**config.mk**
```make
export PLATFORM = sky130hd
export DESIGN_NAME = clk_freq_monitor
export DESIGN_NICKNAME = d
export VERILOG_FILES = /design/src/rtl/clk_mon_pkg.sv /design/src/rtl/clk_mon_edge_det.sv /design/src/rtl/clk_freq_monitor.sv
export SDC_FILE = /design/constraint.sdc
export NUM_CORES = 1
export LEC_CHECK = 0
export ABC_AREA = 0
export CAP_MARGIN = 20
export CORE_MARGIN = 1
export CORE_UTILIZATION = 45
export CTS_CLUSTER_SIZE = 25
export DETAILED_ROUTE_END_ITERATION = 12
export SYNTH_ARGS = -nofsm -noshare
export SYNTH_HDL_FRONTEND = slang
export SYNTH_SLANG_ARGS = --single-unit
```
**constraint.sdc**
```tcl
create_clock -name CLK -period 2.5 [get_ports CLK]
set_input_delay 0.5 -clock CLK [delete_from_list [all_inputs] [get_ports CLK]]
set_output_delay 0.5 -clock CLK [all_outputs]
set_load 0.01 [all_outputs]
```
**src/rtl/clk_mon_pkg.sv**
```systemverilog
// Shared definitions for the clock frequency monitor.
//   state_t  : measurement FSM states
//   CNT_W    : width of the edge counter and Count_Value
//   CNT_SAT  : saturation value of the edge counter
//   GATE_W() : gate counter width for a given window length
package clk_mon_pkg;

  typedef enum logic [1:0] {
    IDLE    = 2'd0,
    SETTLE  = 2'd1,
    MEASURE = 2'd2,
    EVAL    = 2'd3
  } state_t;

  localparam int              CNT_W   = 16;
  localparam logic [CNT_W-1:0] CNT_SAT = 16'hFFFF;

  // Gate counter only has to hold 0..gate_cycles-1.
  function automatic int GATE_W(input int gate_cycles);
    return (gate_cycles <= 2) ? 1 : $clog2(gate_cycles);
  endfunction

endpackage

```
**src/rtl/clk_mon_edge_det.sv**
```systemverilog
// Any-edge detector for a level signal from another clock domain.
// Two synchronizer flops followed by a history flop; any_edge is high for
// one clk cycle for every rising or falling transition of din.
//   clk      in  1  destination clock
//   rst      in  1  asynchronous, active-high reset
//   din      in  1  asynchronous level input
//   any_edge out 1  one-cycle pulse per transition of din
module clk_mon_edge_det (
  input  logic clk,
  input  logic rst,
  input  logic din,
  output logic any_edge
);

  logic sync_p0;
  logic sync_p1;
  logic hist_p2;

  always_ff @(posedge clk or posedge rst) begin
    if (rst) begin
      sync_p0 <= 1'b0;
      sync_p1 <= 1'b0;
      hist_p2 <= 1'b0;
    end else begin
      // p0/p1: metastability filter; p2: previous synchronized level
      sync_p0 <= din;
      sync_p1 <= sync_p0;
      hist_p2 <= sync_p1;
    end
  end

  assign any_edge = sync_p1 ^ hist_p2;

endmodule

```
**src/rtl/clk_freq_monitor.sv**
```systemverilog
// Clock-health checker. Counts edges of a toggle flop from a monitored clock
// domain over a window of GATE_CYCLES fabric cycles and checks the count
// against [EXP_MIN, EXP_MAX]. FAULT_LIMIT consecutive bad windows set a
// sticky Fault.
// Optional feature macro: CLK_MON_AUTO_RST_EN -- when defined, Reset_Req
// pulses for one cycle on each rising edge of Fault; otherwise it is tied 0.
//   CLK         in  1   main fabric clock
//   RST         in  1   asynchronous, active-high reset
//   Enable      in  1   run measurements while high
//   Mon_Toggle  in  1   toggle flop from the monitored domain (async)
//   Clear_Fault in  1   single-cycle pulse, clears Fault
//   Count_Value out 16  edge count of the last completed window
//   Count_Valid out 1   one-cycle pulse when Count_Value updates
//   Freq_OK     out 1   last evaluated window was in band
//   Fault       out 1   sticky fault flag
//   Reset_Req   out 1   one-cycle pulse when Fault rises
module clk_freq_monitor
  import clk_mon_pkg::*;
#(
  parameter int GATE_CYCLES = 16000,
  parameter int EXP_MIN     = 7600,
  parameter int EXP_MAX     = 8400,
  parameter int FAULT_LIMIT = 3
) (
  input  logic             CLK,
  input  logic             RST,
  input  logic             Enable,
  input  logic             Mon_Toggle,
  input  logic             Clear_Fault,
  output logic [CNT_W-1:0] Count_Value,
  output logic             Count_Valid,
  output logic             Freq_OK,
  output logic             Fault,
  output logic             Reset_Req
);

  localparam int               GW        = GATE_W(GATE_CYCLES);
  localparam logic [GW-1:0]    GATE_LAST = GW'(GATE_CYCLES - 1);
  localparam logic [CNT_W-1:0] MIN_C     = CNT_W'(EXP_MIN);
  localparam logic [CNT_W-1:0] MAX_C     = CNT_W'(EXP_MAX);
  localparam logic [3:0]       LIMIT     = 4'(FAULT_LIMIT);

  function automatic logic [CNT_W-1:0] edge_acc(input logic [CNT_W-1:0] cnt,
                                                input logic inc);
    if (inc && (cnt != CNT_SAT)) return cnt + CNT_W'(1);
    return cnt;
  endfunction

  function automatic logic [3:0] bad_inc(input logic [3:0] b);
    if (b >= LIMIT) return LIMIT;
    return b + 4'd1;
  endfunction

  state_t           state;
  logic [GW-1:0]    gate_cnt;
  logic [CNT_W-1:0] edge_cnt;
  logic [3:0]       bad_cnt;
  logic             discard;
  logic             edge_pulse;

  logic             eval_live;
  logic             in_band;
  logic [3:0]       bad_next;
  logic             fault_set;

  clk_mon_edge_det u_edge_det (
    .clk      (CLK),
    .rst      (RST),
    .din      (Mon_Toggle),
    .any_edge (edge_pulse)
  );

  // A saturated count is out of band even if EXP_MAX were 0xFFFF.
  assign eval_live = (state == EVAL) && !discard;
  assign in_band   = (edge_cnt >= MIN_C) && (edge_cnt <= MAX_C) &&
                     (edge_cnt != CNT_SAT);
  assign bad_next  = bad_inc(bad_cnt);
  assign fault_set = eval_live && !in_band && (bad_next == LIMIT) && !Fault;

  always_ff @(posedge CLK or posedge RST) begin
    if (RST) begin
      state       <= IDLE;
      gate_cnt    <= '0;
      edge_cnt    <= '0;
      bad_cnt     <= '0;
      discard     <= 1'b0;
      Count_Value <= '0;
      Count_Valid <= 1'b0;
      Freq_OK     <= 1'b0;
      Fault       <= 1'b0;
    end else begin
      Count_Valid <= 1'b0;

      case (state)
        IDLE: begin
          gate_cnt <= '0;
          edge_cnt <= '0;
          discard  <= 1'b0;
          if (Enable) state <= SETTLE;
        end

        // SETTLE and MEASURE share the window timing; SETTLE marks its
        // EVAL cycle as a discard so the first result is thrown away.
        SETTLE, MEASURE: begin
          if (!Enable) begin
            state    <= IDLE;
            gate_cnt <= '0;
            edge_cnt <= '0;
            discard  <= 1'b0;
            Freq_OK  <= 1'b0;
          end else begin
            edge_cnt <= edge_acc(edge_cnt, edge_pulse);
            if (gate_cnt == GATE_LAST) begin
              state    <= EVAL;
              gate_cnt <= '0;
              discard  <= (state == SETTLE);
            end else begin
              gate_cnt <= gate_cnt + GW'(1);
            end
          end
        end

        // An edge seen during EVAL opens the next window's count.
        EVAL: begin
          gate_cnt <= '0;
          edge_cnt <= {{(CNT_W-1){1'b0}}, edge_pulse};
          discard  <= 1'b0;
          state    <= Enable ? MEASURE : IDLE;
          if (!discard) begin
            Count_Value <= edge_cnt;
            Count_Valid <= 1'b1;
            Freq_OK     <= in_band;
            bad_cnt     <= in_band ? 4'd0 : bad_next;
          end
        end

        default: state <= IDLE;
      endcase

      // A fault-setting evaluation beats a simultaneous clear.
      if (fault_set) begin
        Fault <= 1'b1;
      end else if (Clear_Fault) begin
        Fault   <= 1'b0;
        bad_cnt <= '0;
      end
    end
  end

`ifdef CLK_MON_AUTO_RST_EN
  logic reset_req;

  always_ff @(posedge CLK or posedge RST) begin
    if (RST) reset_req <= 1'b0;
    else     reset_req <= fault_set;
  end

  assign Reset_Req = reset_req;
`else
  assign Reset_Req = 1'b0;
`endif

endmodule

```
==> flow_metrics.py, run 1 <==
metrics = {
    "timing": {
        "setup_viol": 0,
        "rsz0062_at_grt": "false",
        "hold_viol": 0,
        "period_minus_slack_ps": 1940,
        "fin_skew_ps": 5.30,
        "max_freq_mhz": 515,
        "period_share": 0.777,
        "worst_pin_slew_ps": 510,
        "slew_violations": 0,
        "fin_setup_tns_ps": 0,
        "max_slew_margin": 0.659,
    },
    "synth": {
        "syn-num-nets": 307,
        "yosysTopAreaCellShare": 0.491,
        "synthArstFlopShare": 1.00,
        "synth_cell_type_count": 52,
        "synth_seq_cells": 59,
        "avgSynthCellArea_um2": 10.2,
        "syn_inst": 295,
        "synth_most_common_cell": "dfrtp_1",
        "synth_common_cells": "dfrtp_1 (59), nor2_1 (25), nand2_1 (21), mux2_2 (17), a21oi_1 (16)",
        "synth_area_um2": 3010,
        "synthFlopType": "dfrtp_1",
        "synth_edf_count": 0,
        "synth_top_area_cell": "dfrtp_1",
        "yosys_warnings": 0,
        "ys_top_cells_by_area": "dfrtp_1 (49%), mux2_2 (6.4%), nor2_1 (3.1%)",
        "ys_seq_area_frac": 0.491,
    },
    "global_route": {
        "antenna_found_initial": 0,
        "grt_pass1_wl_um": 10900,
        "grt-ovfl-total": 0,
        "grt_max_degree": 60,
        "grt_pass1_vias": 2242,
        "grt_usage": 0.196,
    },
    "critical_path": {
        "worst_r2r_path_depth": 5,
        "crit_path_start": "edge_cnt[9]",
        "end_kind": "flip-flop",
        "critPathLaunchType": "flip-flop",
        "slowest_stage": "or4_4",
        "r2r-end": "edge_cnt[13]",
        "max_stage_delay_ps": 590,
        "critical_path_class": "flip-flop to flip-flop",
        "cp.required_ps": 2720,
        "path_cells": "nand4_1, or4_4, nand2b_4, nor3_1, o221a_2",
        "worst-endpoint-arrival_ps": 2160,
        "crit_path_max_fanout": 16,
        "crit_end": "edge_cnt[13]",
        "rr_startpoint": "edge_cnt[9]",
        "regToRegSetupSlack_ps": 560,
    },
    "clock_tree": {
        "postCtsSetupBuffers": 0,
        "ctsHtreeMaxLevel": 3,
        "clock_sinks": 59,
        "clockBufferDepth": 2,
        "clock_latency_ps": 330,
        "clkTransAtPathRegs_ps": 60,
        "postCtsHoldBufs": 0,
        "ctsResizeCount": 0,
        "cts_root_buffer": "clkbuf_8",
        "cts_buffers": 9,
        "cts_tree": "built",
    },
    "routing": {
        "vias": 2244,
        "wl_per_cell_um": 15.3,
        "drc": 0,
        "dr.pass1.iters": 4,
        "routed_wl_um": 6100,
        "drt_iter0_drc": 171,
        "drtAntennaViolNets": 0,
        "viasPerCell": 5.62,
    },
    "cells_and_area": {
        "n_antenna_cell": 0,
        "syn_to_final_growth_pct": 15.0,
        "postLayoutCoreUtil": 0.541,
        "fin_nets": 330,
        "fill_cells": 589,
        "drive_gt1_frac": 0.158,
    },
    "placed_design": {
        "finalWeightedCongestion": 0.787,
        "hpwl_um": 4100,
        "io_buffers": 23,
    },
    "hold_path": {
        "hp-class": "flip-flop to flip-flop",
    },
    "die": {
        "die_height_um": 83.7,
        "initial_core_util": 0.471,
        "core-area_um2": 6390,
        "rows": 29,
        "io-pin-count": 25,
        "dieArea_um2": 7010,
        "dieWidth_um": 83.7,
    },
    "power": {
        "peakVddDrop_uv": 305,
        "leakagePower_nw": 1.50,
        "power.density_nw_per_um2": 598,
    },
    "status": {
        "status": "finished clean",
    },
    "flow_run": {
        "drv_cap": 0,
    },
}
## worst max-delay path, delay by kind of cell (launching register included)
family          cells  cell delay [ps]
flops               1              520
simple gates        4             1060
compound gates      1              250
## worst min path at each step
stage                                     to  cells past startpoint  slack, ps               start
after detailed placement  u_edge_det.sync_p1                      0        350  u_edge_det.sync_p0
after global placement    u_edge_det.sync_p1                      0        340  u_edge_det.sync_p0
after floorplan           u_edge_det.sync_p1                      0        330  u_edge_det.sync_p0
final                     u_edge_det.sync_p1                      0        370  u_edge_det.sync_p0
after global routing      u_edge_det.sync_p1                      0        380  u_edge_det.sync_p0
after CTS                 u_edge_det.sync_p1                      0        370  u_edge_det.sync_p0
## logic make-up after synthesis
kind of cell,after synthesis,synth area share
and+or+nand+nor,115,0.213
DFF,59,0.491
AOI/OAI and AO/OA,52,0.105
buffers and inverters,28,0.0458
muxes,21,0.0770
xor gates and xnor gates,12,0.0375
adders and majority gates,7,0.0291
other,1,0.00125
## state kept, by name, indices dropped and copies added, names as in the netlist
name / count
bad_cnt: 4
state: 2
gate_cnt: 14
Freq_OK: 1
u_edge_det.hist_p2: 1
discard: 1
u_edge_det.sync_p1: 1
edge_cnt: 16
Fault: 1
Count_Value: 16
u_edge_det.sync_p0: 1
Count_Valid: 1
## cells in the final DEF (no fill, tap or decap), drive strengths merged, types with 2 or more instances in the layout
master	Yosys	routed
xnor2	5	5
nand3	15	15
and4	2	2
clkinv	0	3
nand4	8	8
ha	7	7
a32o	3	3
nand4b	2	2
clkbuf	7	12
inv	11	11
a21oi	16	16
nand2	21	21
a31oi	5	5
and2	6	6
nand2b	2	2
mux2	17	17
nor3	13	13
mux2i	4	4
o22ai	2	2
o21ai	17	17
dfrtp	59	59
buf	10	6
a21o	2	2
nor2	27	27
clkdlybuf4s50	0	23
nor4	6	6
xor2	7	7
or4	5	5
or3b	2	2
nor2b	3	3
## stage by stage
stage	instance area, um2	std cells	setup slack (ps)	hold slack [ps]	power (mW)
floorplan	3010	295	544	331	1.26
global placement	3300	384	487	338	1.35
detailed placement	3300	384	471	354	1.36
CTS	3460	399	551	375	2.09
global route	3460	399	408	384	2.18
finish	3460	399	558	367	2.07
## power breakdown
group / leakage [nW] / internal [mW] / switching, mW
combinational: 0.599 / 0.108 / 0.228
clock: 0.0860 / 0.376 / 0.355
sequential: 0.815 / 0.975 / 0.0255
total: 1.50 / 1.46 / 0.608
## layout make-up
class / instances / area, um2 / share of cell area
Multi-Input combinational cell: 208 / 1390 / 0.403
Clock inverter: 3 / 15.0 / 0.00434
Clock buffer: 12 / 145 / 0.0420
Inverter: 11 / 41.3 / 0.0119
Sequential cell: 59 / 1480 / 0.427
Tap cell: 77 / 96.3 / 0.0279
Timing Repair Buffer: 29 / 288 / 0.0833
## routing by layer
metal	track usage	vias to the layer above	routed length [um]
met5	0	-	0
met1	0.270	1105	2990
met4	0.0817	0	59
met2	0.301	37	2830
li1	-	1098	-
met3	0.0406	4	215
No activity file was read; power rests on OpenSTA's default activity.
==> run 2: changes to the inputs <==
clock period = 1.9 ns   (was 2.5 ns; I/O delays follow)
==> flow_metrics.py, run 2 (same netlist as run 1, synthesis figures left out) <==
metrics = {
    "status": {
        "status": "finished clean",
    },
    "clock_tree": {
        "ctsHtreeMaxLevel": 3,
        "cts_root_buffer": "clkbuf_8",
        "cts_tree": "built",
        "cts_buffers": 9,
        "clockBufferDepth": 2,
        "postCtsHoldBufs": 0,
        "clkTransAtPathRegs_ps": 70,
        "clock_latency_ps": 340,
        "clock_sinks": 59,
    },
    "critical_path": {
        "worst_r2r_path_depth": 7,
        "rr_startpoint": "edge_cnt[0]",
        "cp.required_ps": 2120,
        "crit_path_max_fanout": 12,
        "critical_path_class": "flip-flop to flip-flop",
        "end_kind": "flip-flop",
        "worst-endpoint-arrival_ps": 2050,
        "critPathLaunchType": "flip-flop",
        "r2r-end": "edge_cnt[5]",
        "regToRegSetupSlack_ps": 70,
    },
    "placed_design": {
        "io_buffers": 23,
        "dpl_worst_slack_ps": -6.47,
        "finalWeightedCongestion": 0.806,
        "post-place-cells": 406,
        "hpwl_um": 4640,
    },
    "timing": {
        "max_slew_margin": 0.628,
        "max_freq_mhz": 547,
        "setup_viol": 0,
        "period_share": 0.963,
        "hold_viol": 0,
        "slew_violations": 0,
        "fin_setup_tns_ps": 0,
        "final_critical_path_setup_slack_ps": 70.8,
        "period_minus_slack_ps": 1830,
        "fin_skew_ps": 7.59,
        "worst_pin_slew_ps": 555,
    },
    "cells_and_area": {
        "multiInputGateArea_um2": 1420,
        "mostFrequentLayoutCells": "dfrtp_1 (58), buf_4 (34), nor2_1 (25), clkdlybuf4s50_1 (23), nand2_1 (20)",
        "postLayoutCoreUtil": 0.587,
        "layout_commonest_cell": "dfrtp_1",
        "n_antenna_cell": 0,
        "fill_cells": 556,
        "syn_to_final_growth_pct": 24.8,
        "fin_nets": 360,
        "regArea_um2": 1480,
        "largestRegisters": "Count_Value: 16 flops, edge_cnt: 16 flops, gate_cnt: 14 flops",
        "fin_cells": 430,
        "drive_gt1_frac": 0.249,
    },
    "routing": {
        "drtAntennaViolNets": 0,
        "wl_per_cell_um": 15.7,
        "viasPerCell": 5.63,
        "dr.pass1.iters": 4,
        "drt_iter0_drc": 153,
        "vias": 2420,
        "routed_wl_um": 6750,
        "drc": 0,
    },
    "power": {
        "intPower_mw": 2.14,
        "p_seq_frac": 0.440,
        "power.density_nw_per_um2": 798,
        "peakVddDrop_uv": 628,
        "clkPwrFrac": 0.376,
        "switchingPower_uw": 851,
        "combPwrFrac": 0.184,
        "power_mw": 2.99,
        "leakagePower_nw": 1.67,
        "p_sw_frac": 0.285,
    },
    "die": {
        "rows": 29,
        "initial_core_util": 0.471,
        "dieWidth_um": 83.7,
        "dieArea_um2": 7010,
        "io-pin-count": 25,
        "die_height_um": 83.7,
        "core-area_um2": 6390,
    },
    "global_route": {
        "grt_pass1_wl_um": 11500,
        "antenna_found_initial": 0,
        "grt_usage": 0.210,
        "grt-ovfl-total": 0,
        "grt_max_degree": 25,
        "grt_pass1_vias": 2393,
    },
    "flow_run": {
        "drv_cap": 0,
    },
    "hold_path": {
        "hp-class": "input port to async pin",
    },
}
==> run 2: cell types whose count changed in the layout (fill, tap and decap cells not counted), sizes merged <==
cell,delta
clkinvlp,+1
clkbuf,-1
buf,+30
bufinv,+1
==> run 2: per-layer routing <==
layer / wire [um] / track usage / part of all wire
met5: 0 / 0 / 0
met4: 114 / 0.0863 / 0.017
met3: 273 / 0.0514 / 0.040
met2: 3210 / 0.320 / 0.48
met1: 3150 / 0.287 / 0.47
==> run 2: power groups by stage <==
stage               logic [mW]  registers (mW)  clock network, mW
floorplan                0.321            1.33                  0
CTS                      0.492            1.32               1.16
finish                   0.550            1.32               1.13
global placement         0.483            1.34                  0
global route             0.614            1.32               1.22
detailed placement       0.489            1.34                  0
==> run 2: worst max-delay path by stage <==
| stage | cells after the start | endpoint | slack (ps) | from |
|---|---|---|---|---|
| 6_report | 7 | edge_cnt[5] | 70 | edge_cnt[0] |
| 3_3_place_gp | 6 | edge_cnt[12] | 20 | Enable |
| 5_1_grt | 7 | edge_cnt[5] | -3 | edge_cnt[0] |
| 2_1_floorplan | 1 | Count_Valid | 60 | RST |
| 3_5_place_dp | 6 | edge_cnt[12] | -6 | Enable |
| 4_1_cts | 7 | edge_cnt[12] | 80 | state[0] |
==> run 2: per-stage QoR <==
step	area, um2	hold slack (ps)
2_1_floorplan	3010	331
3_3_place_gp	3470	332
3_5_place_dp	3470	336
4_1_cts	3670	245
5_1_grt	3750	268
6_report	3750	257
==> run 2: repair_timing <==
item                                    in CTS  in global routing
endpoints found under the hold margin        0                  0
buffers inserted                             0                  8
resized for setup                            0                  6
endpoints found under the setup margin       0                  9
==> run 2: critical path, cell delays in order, from the launching register on <==
cell and delay [ps]:
dfrtp_1 410, ha_1 200, nand4_1 100, or4_4 450, nand2b_4 170, buf_4 140, nor2_2 30, a32o_1 210
==> run 2: final cells by class <==
type / count / share of cell area
Clock buffer: 11 / 0.0377
Sequential cell: 59 / 0.394
Inverter: 11 / 0.0110
Timing Repair Buffer: 59 / 0.140
Multi-Input combinational cell: 208 / 0.377
Clock inverter: 5 / 0.0140
Tap cell: 77 / 0.0257
==> run 3: changes to the inputs <==
CORE_MARGIN = 10   (was 1)
CTS_CLUSTER_DIAMETER = 150   (was default)
==> flow_metrics.py, run 3 (same netlist as run 1, synthesis figures left out) <==
metrics = {
    "power": {
        "intPower_mw": 2.00,
        "peakVddDrop_uv": 406,
        "clkPwrFrac": 0.350,
        "p_sw_frac": 0.297,
        "p_seq_frac": 0.459,
        "power.density_nw_per_um2": 762,
        "power_mw": 2.85,
        "leakagePower_nw": 1.66,
        "switchingPower_uw": 846,
        "combPwrFrac": 0.191,
    },
    "die": {
        "initial_core_util": 0.468,
        "core-area_um2": 6420,
        "die_height_um": 102,
        "dieArea_um2": 10300,
        "rows": 29,
        "io-pin-count": 25,
        "dieWidth_um": 102,
    },
    "clock_tree": {
        "clock_sinks": 59,
        "ctsHtreeMaxLevel": 3,
        "cts_buffers": 9,
        "clkTransAtPathRegs_ps": 70,
        "postCtsHoldBufs": 0,
        "clock_latency_ps": 340,
        "cts_tree": "built",
        "clockBufferDepth": 2,
        "cts_root_buffer": "clkbuf_8",
    },
    "routing": {
        "routed_wl_um": 7020,
        "drt_iter0_drc": 170,
        "drc": 0,
        "wl_per_cell_um": 16.3,
        "viasPerCell": 5.52,
        "drtAntennaViolNets": 0,
        "dr.pass1.iters": 4,
        "vias": 2377,
    },
    "critical_path": {
        "max_stage_delay_ps": 490,
        "regToRegSetupSlack_ps": 70,
        "rr_startpoint": "edge_cnt[0]",
        "critical_path_class": "flip-flop to flip-flop",
        "path_cells": "ha_2, nand4_1, or4_4, nand2b_4, buf_4, or4_1, a21oi_2",
        "worst-endpoint-arrival_ps": 2110,
        "slowest_stage": "or4_1",
        "cp.required_ps": 2170,
        "worst_r2r_path_depth": 7,
        "critPathLaunchType": "flip-flop",
        "crit_path_max_fanout": 10,
        "r2r-end": "edge_cnt[15]",
        "end_kind": "flip-flop",
    },
    "global_route": {
        "grt_max_degree": 25,
        "antenna_found_initial": 0,
        "grt-busiest-layer": "met2",
        "grt_pass1_vias": 2309,
        "grt-ovfl-total": 0,
        "grt_util_met1": 0.180,
        "grt_pass1_wl_um": 11500,
        "use_met3": 0.0313,
        "use_met2": 0.216,
        "grt_usage": 0.141,
    },
    "hold_path": {
        "hp-class": "flip-flop to flip-flop",
        "holdPathEnd": "u_edge_det.sync_p1",
        "hold-path-cell-count": 0,
        "hp-start": "u_edge_det.sync_p0",
    },
    "flow_run": {
        "drv_cap": 0,
    },
    "timing": {
        "setup_viol": 0,
        "period_minus_slack_ps": 1830,
        "hold_viol": 0,
        "slew_violations": 0,
        "period_share": 0.966,
        "fin_setup_tns_ps": 0,
        "max_freq_mhz": 545,
        "fin_skew_ps": 10.5,
        "rsz0062_at_grt": "true",
        "final_critical_path_setup_slack_ps": 65.2,
    },
    "placed_design": {
        "io_buffers": 23,
        "dpl_worst_slack_ps": 19.9,
        "hpwl_um": 5060,
        "finalWeightedCongestion": 0.892,
    },
    "cells_and_area": {
        "largestRegisters": "Count_Value: 16 flops, edge_cnt: 16 flops, gate_cnt: 14 flops",
        "layout_commonest_cell": "dfrtp_1",
        "drive_gt1_frac": 0.246,
        "mostFrequentLayoutCells": "dfrtp_1 (59), buf_4 (34), nor2_1 (25), clkdlybuf4s50_1 (23), nand2_1 (20)",
        "postLayoutCoreUtil": 0.582,
        "n_antenna_cell": 0,
        "syn_to_final_growth_pct": 24.4,
        "fin_nets": 361,
    },
    "status": {
        "status": "finished clean",
    },
}
## run 3: final cells by class
cell class,instances,area [um2]
multi-input combinational,208,1410
tap,77,96.3
clock inverter,4,26.3
inverter,11,41.3
fill,582,2680
timing repair buffer,60,546
sequential,59,1480
clock buffer,12,145
## run 3: per-layer routing
layer / routed length [um] / up-vias
met1: 3350 / 1148
met4: 182 / 0
met2: 3240 / 58
li1: - / 1155
met5: 0 / -
met3: 243 / 16
## run 3: power groups by stage
stage	combinational (mW)	clock (mW)	sequential, mW
floorplan	0.321	0	1.33
global placement	0.520	0	1.33
detailed placement	0.518	0	1.33
CTS	0.521	1.02	1.31
global route	0.601	1.08	1.31
finish	0.544	0.999	1.31
## run 3: worst max-delay path, delay by kind of cell, from the launching register on
kind                       cells  cell delay, ps
and+or+nand+nor                4             800
adders and majority gates      1             230
buffers and inverters          1             160
DFF                            1             430
AOI/OAI and AO/OA              1             150
## run 3: repair_timing
action | CTS | global route
hold endpoints to repair | 0 | 0
setup endpoints to repair | 0 | 6
buffers inserted | 0 | 7
resized for setup | 0 | 5
## run 3: metrics by stage
stage               hold WS (ps)  cell area, um2  std cells
floorplan                    331            3010        295
global placement             334            3500        408
detailed placement           340            3500        408
CTS                          355            3670        424
global route                 365            3740        431
finish                       353            3740        431
## run 3: worst max-delay path by stage
stage                 from      endpoint  slack [ps]  cells after the start
3_3_place_gp        Enable   edge_cnt[8]          80                      6
2_1_floorplan          RST   Count_Valid          60                      1
5_1_grt        edge_cnt[0]  edge_cnt[12]         -30                      6
3_5_place_dp        Enable   edge_cnt[8]          20                      6
4_1_cts        edge_cnt[1]  edge_cnt[12]          40                      6
6_report       edge_cnt[0]  edge_cnt[15]          70                      7
